`config.mk`:
```
export PLATFORM = sky130hd
export DESIGN_NAME = pcs_link_ctrl
export DESIGN_NICKNAME = d
export VERILOG_FILES = /design/src/rtl/pcs_link_ctrl.sv
export SDC_FILE = /design/constraint.sdc
export NUM_CORES = 1
export LEC_CHECK = 0
export ABC_CLOCK_PERIOD_IN_PS = 2050
export CORE_MARGIN = 1.5
export CORE_UTILIZATION = 40
export CTS_BUF_LIST = sky130_fd_sc_hd__clkbuf_4
export DETAILED_ROUTE_END_ITERATION = 8
export PLACE_DENSITY = 0.67
export SYNTH_ARGS = -nofsm -noshare
export SYNTH_HDL_FRONTEND = slang
export SYNTH_SLANG_ARGS = --single-unit
```
`constraint.sdc`:
```
create_clock -name clk_i -period 2.05 [get_ports clk_i]
set_input_delay 0.3075 -clock clk_i [delete_from_list [all_inputs] [get_ports clk_i]]
set_output_delay 0.3075 -clock clk_i [all_outputs]
set_load 0.01 [all_outputs]
```
`src/rtl/pcs_link_ctrl.sv`:
```
// pcs_link_ctrl: 10GBASE-R style link bring-up / BER monitor controller.
// Sequences transceiver reset-done, block lock and hi_ber into a link state,
// pulses an RX datapath reset on lock timeout, and optionally counts decode
// errors while the link is up (define PCS_LINK_CTRL_ERR_CNT_EN to enable).
module pcs_link_ctrl #(
    parameter int BER_WINDOW   = 39063,
    parameter int BER_THRESH   = 16,
    parameter int LOCK_TIMEOUT = 65535,
    parameter int RESET_PULSE  = 32
) (
    input  logic        clk_i,
    input  logic        rst_i,
    input  logic        tx_reset_done_i,
    input  logic        rx_reset_done_i,
    input  logic        rx_lane_locked_i,
    input  logic [1:0]  rxheader_i,
    input  logic        rxheadervalid_i,
    input  logic        decode_error_i,
    input  logic        err_clr_i,
    output logic        rx_datapath_reset_o,
    output logic        tx_enable_o,
    output logic        rx_enable_o,
    output logic        link_up_o,
    output logic        hi_ber_o,
    output logic [2:0]  state_o,
    output logic [15:0] err_count_o
);

    localparam int WIN_W = (BER_WINDOW   > 1) ? $clog2(BER_WINDOW)   : 1;
    localparam int CNT_W = $clog2(BER_THRESH + 1);
    localparam int TMR_W = (LOCK_TIMEOUT > 1) ? $clog2(LOCK_TIMEOUT) : 1;
    localparam int PUL_W = (RESET_PULSE  > 1) ? $clog2(RESET_PULSE)  : 1;

    localparam logic [WIN_W-1:0] WIN_LAST = WIN_W'(BER_WINDOW - 1);
    localparam logic [CNT_W-1:0] THRESH_V = CNT_W'(BER_THRESH);
    localparam logic [TMR_W-1:0] TMR_LAST = TMR_W'(LOCK_TIMEOUT - 1);
    localparam logic [PUL_W-1:0] PUL_LAST = PUL_W'(RESET_PULSE - 1);

    typedef enum logic [2:0] {
        WAIT_RESET = 3'd0,
        WAIT_LOCK  = 3'd1,
        LINK_UP    = 3'd2,
        HI_BER     = 3'd3,
        RX_RESET   = 3'd4
    } state_t;

    state_t             state, state_nxt;
    logic [TMR_W-1:0]   lock_tmr;
    logic [PUL_W-1:0]   pul_cnt;

    // ---------------- BER monitor ----------------
    logic               inv_hdr;
    logic [WIN_W-1:0]   ber_win;
    logic [CNT_W-1:0]   ber_cnt, ber_cnt_nxt;

    assign inv_hdr     = rxheadervalid_i && (rxheader_i == 2'b00 || rxheader_i == 2'b11);
    // count saturates at the threshold; the header on the last window cycle is
    // folded into ber_cnt_nxt so it still counts toward the ending window
    assign ber_cnt_nxt = (inv_hdr && ber_cnt != THRESH_V) ? ber_cnt + CNT_W'(1) : ber_cnt;

    // BER window / error count / hi_ber flag, all held clear while unlocked
    always_ff @(posedge clk_i or posedge rst_i) begin
        if (rst_i) begin
            ber_win  <= '0;
            ber_cnt  <= '0;
            hi_ber_o <= 1'b0;
        end else if (!rx_lane_locked_i) begin
            ber_win  <= '0;
            ber_cnt  <= '0;
            hi_ber_o <= 1'b0;
        end else if (ber_win == WIN_LAST) begin
            ber_win  <= '0;
            ber_cnt  <= '0;
            hi_ber_o <= (ber_cnt_nxt == THRESH_V);
        end else begin
            ber_win  <= ber_win + WIN_W'(1);
            ber_cnt  <= ber_cnt_nxt;
            if (ber_cnt_nxt == THRESH_V)
                hi_ber_o <= 1'b1;
        end
    end

    // ---------------- link FSM ----------------
    // next-state decode; outputs are registered from state_nxt below
    always_comb begin
        state_nxt = state;
        case (state)
            WAIT_RESET:
                if (tx_reset_done_i && rx_reset_done_i) state_nxt = WAIT_LOCK;
            WAIT_LOCK:
                if (rx_lane_locked_i)                   state_nxt = LINK_UP;
                else if (lock_tmr == TMR_LAST)          state_nxt = RX_RESET;
            LINK_UP:
                if (!rx_reset_done_i)                   state_nxt = WAIT_RESET;
                else if (!rx_lane_locked_i)             state_nxt = WAIT_LOCK;
                else if (hi_ber_o)                      state_nxt = HI_BER;
            HI_BER:
                if (!rx_reset_done_i)                   state_nxt = WAIT_RESET;
                else if (!rx_lane_locked_i)             state_nxt = WAIT_LOCK;
                else if (!hi_ber_o)                     state_nxt = LINK_UP;
            RX_RESET:
                if (pul_cnt == PUL_LAST)                state_nxt = WAIT_RESET;
            default:                                    state_nxt = WAIT_RESET;
        endcase
    end

    // state register, per-state timers and registered outputs
    always_ff @(posedge clk_i or posedge rst_i) begin
        if (rst_i) begin
            state               <= WAIT_RESET;
            lock_tmr            <= '0;
            pul_cnt             <= '0;
            link_up_o           <= 1'b0;
            rx_enable_o         <= 1'b0;
            tx_enable_o         <= 1'b0;
            rx_datapath_reset_o <= 1'b0;
        end else begin
            state               <= state_nxt;
            // timers restart on every entry into their state
            lock_tmr            <= (state == WAIT_LOCK && state_nxt == WAIT_LOCK) ? lock_tmr + TMR_W'(1) : '0;
            pul_cnt             <= (state == RX_RESET  && state_nxt == RX_RESET)  ? pul_cnt  + PUL_W'(1) : '0;
            link_up_o           <= (state_nxt == LINK_UP);
            rx_enable_o         <= (state_nxt == LINK_UP);
            tx_enable_o         <= (state_nxt == WAIT_LOCK || state_nxt == LINK_UP || state_nxt == HI_BER);
            rx_datapath_reset_o <= (state_nxt == RX_RESET);
        end
    end

    assign state_o = state;

    // ---------------- decode error counter ----------------
`ifdef PCS_LINK_CTRL_ERR_CNT_EN
    // saturating count of decode errors seen while the link is up; clear wins
    always_ff @(posedge clk_i or posedge rst_i) begin
        if (rst_i)
            err_count_o <= '0;
        else if (err_clr_i)
            err_count_o <= '0;
        else if (state == LINK_UP && decode_error_i && err_count_o != 16'hFFFF)
            err_count_o <= err_count_o + 16'd1;
    end
`else
    logic unused_err_in;
    assign unused_err_in = decode_error_i ^ err_clr_i;
    assign err_count_o   = '0;
`endif

endmodule

```
==> summary by stage <==
Run status
The flow ran to the end, and the final reports show no timing, DRC or antenna violations.

Critical path
The launching instance or port of the critical path is pul_cnt[0]. The endpoint required time on the critical path is 2.36 ns. The worst setup path is launched from a flip-flop. The number of cells on the worst reg-to-reg path is 5. The kind of end point of the critical path is a flip-flop. The kind of critical path is flip-flop to flip-flop. Of all nets on the critical path, the largest fanout is 7. Data arrives at the worst endpoint at approximately 2.1 ns.

The startpoint of the lowest-slack register-to-register path is pul_cnt[0].

CTS
The tree is rooted in a clkbuf_4. At the later pin of the worst-skew pair, clock insertion delay measures 0.37 ns. The clock drives 49 sinks. The CTS H-tree depth is 2. Clock tree synthesis inserted a total of 5 buffers. The hold-fix buffer count after cts is 0. The clock slew seen by the registers of the worst setup and hold paths is 0.14 ns. The maximum buffer depth of the clock tree is 2. The CTS tree is built.

Logic synthesis
The Yosys step of the flow raised 0 warnings. The number of enable flip-flop cells after synthesis is 0. The flip-flop cell with the highest count after synthesis is dfrtp_1.

The library cell with the largest summed area after synthesis is dfrtp_1. The share of synthesized area in the top cell type comes to 0.461. The post-synthesis instance total is approximately 270. The mean post-synth cell area is around 10 um^2. After synthesis, the cell types taking the most area are dfrtp_1 46%, xor2_1 6.6%, nor2_1 6.2%.

The share of the Yosys chip area taken by registers is 0.461. The mapped netlist covers 0.00266 mm^2. After synthesis, the netlist uses 44 different library cells. The async set or reset register ratio after synthesis is 1.00. The flop and latch count out of synthesis is 49.

Route
The routed layout has 1795 vias. The total wirelength of the detailed-routed design is 4.30 mm. Dividing the detail-routed via count by the number of cells gives around 5.

The average wire per cell in the routed design is 11.9 um. After the first detailed-routing iteration, the DRC count stood at 73. The number of routed nets with antenna violations is 0. After detailed routing, the number of remaining DRC violations is 0. The number of iterations in the first detailed-routing pass is 4.

Placed design
Buffers placed on the I/O ports in this run total 15. The HPWL after detailed placement is 3.09 mm. The instance area at placement is ~0.0028 mm^2. The congestion estimate from routability-driven global placement came to approximately 0.9.

Floorplan
From bottom edge to top edge, the die measures 84.5 um. The total area inside the core boundary comes to 0.00639 mm^2. The die width is 84.5 um. Pin placement for this block handled 34 I/O pins. The area of the die is 0.00715 mm^2. The effective utilization at floorplan is 0.416. Row generation in the floorplan step produced 29 rows.

GRT
The first global-routing pass estimated 7.92 mm of wire. The number of global-route vias before repair is 1811. Summed over all layers, the global routing overflow is 0.

Entering global routing, the biggest net connects 24 pins. The initial antenna violation count is 0. In the global route stage, overall resource usage came out at 0.135.

Pwr
Dividing total power by cell area gives a power density of 586 mW/mm^2. Summed over all cells, the static leakage comes to 1.24 nW. VDD sags by at most 0.429 mV.

Finish
The top cell types in the final layout, fill and taps aside, are 49 x dfrtp_1, 44 x nor2_1, 20 x xor2_1. The post-layout net count is 300. Relative to the synthesized area, the layout overhead comes to 7.81%.

The number of antenna diodes in the final layout is 0. With fillers left out, the area of the finished cells amounts to 0.00287 mm^2. The ratio of cells with drive above 1 in the final layout is 0.0777.

The leading cell type in the layout, fill and taps excluded is dfrtp_1.

Timing
Derived from the worst setup path, the maximum achievable clock frequency is 0.564 GHz. Setup violations remaining at the end of the flow were counted as 0. The final count of pins violating max slew came to 0. The worst pin sits at a relative slew slack of 0.655. After routing, the total negative slack on setup checks comes to 0 ns. The final setup skew is 0.0132 ns. The clock period minus worst slack is roughly 1.8 ns. Setup repair after global routing left no endpoint under its margin. The number of hold violations in the final report is 0.

The share of the cycle needed by the critical path after routing is 0.865. The transition at the pin with the smallest max-transition slack is slightly above 0.5 ns.

Hold path
In this run the worst hold path is classified as input port to asynchronous set/reset pin.

Run
The tool flagged a number of max-cap violations equal to 0.
## kinds of logic after synthesis
kind of cell    synth area share
xor+xnor                   0.109
flops                      0.461
simple gates               0.232
buf+inv                   0.0936
fa+ha+maj                 0.0376
mux                      0.00753
compound gates            0.0579
other cells              0.00141
## layer usage
layer,track usage,routed length [um],up-vias,share of wire
met1,0.178,2130,850,0.50
met2,0.216,1950,32,0.45
li1,-,-,906,-
met5,0,0,-,0
met3,0.0334,150,7,0.035
met4,0.0528,64,0,0.015
## worst max-delay path, cell delays in order (launching register included)
cell	delay [ns]
dfrtp_1	0.42
ha_1	0.23
and3_1	0.19
ha_1	0.17
or4b_4	0.58
nor2_1	0.12
## flip-flops by register name, summed over array words and instances, names as in the netlist, 3 cells and up
register	count
ber_win	16
lock_tmr	16
ber_cnt	5
pul_cnt	5
state_o	3
## Yosys cell counts, types with 2 or more instances
master	instances
and3_1	4
a21boi_0	2
mux2i_1	2
a21oi_1	5
nand3_1	16
nand2_1	8
nor4_1	5
nand4_1	13
nand4bb_1	2
nor3_1	4
o31ai_1	2
nor2_1	44
o21ai_0	2
xnor2_1	13
xor2_1	20
buf_6	4
ha_1	8
dfrtp_1	49
buf_4	17
inv_1	14
and4_1	3
and2_1	5
clkbuf_1	3
## repair_timing
| item | CTS | global route |
|---|---|---|
| setup buffers | 0 | 0 |
| endpoints found under the setup margin | 0 | 7 |
| resized for setup | 0 | 1 |
## metrics by stage
stage	util	instances	hold WS (ns)	worst slack (ns)	power, W
2_1_floorplan	-	281	0.433	0.147	0.00119
3_3_place_gp	0.439	352	0.447	0.138	0.00125
3_5_place_dp	0.439	352	0.461	0.101	0.00125
4_1_cts	0.448	360	0.262	0.0709	0.00171
5_1_grt	0.449	360	0.295	0.175	0.00177
6_report	0.449	360	0.251	0.276	0.00168
## where the power goes
part           switching (W)  internal [W]  total [W]  leakage, nW
Clock               0.000305      0.000148   0.000452       0.0279
Combinational       0.000113     0.0000905   0.000203        0.539
Sequential         0.0000303      0.000993    0.00102        0.676
Total               0.000448       0.00123    0.00168         1.24
## path summary, 6_finish.rpt
kind / endpoint / slack, ns
setup / recovery: pul_cnt[2] / 0.28
hold / removal: ber_win[9] / 0.25
setup reg to reg: pul_cnt[2] / 0.28
hold reg to reg: pul_cnt[0] / 0.47
max in group asynchronous: hi_ber_o / 1.21
min in group clk_i: pul_cnt[0] / 0.47
## layout make-up
class | instances | area [um^2]
Sequential cell | 49 | 1230
Clock inverter | 2 | 15.0
Inverter | 14 | 52.6
Timing Repair Buffer | 20 | 188
Tap cell | 77 | 96.3
Clock buffer | 6 | 45.0
Fill cell | 637 | 3520
Multi-Input combinational cell | 192 | 1240
No activity file was read; power rests on OpenSTA's default activity.
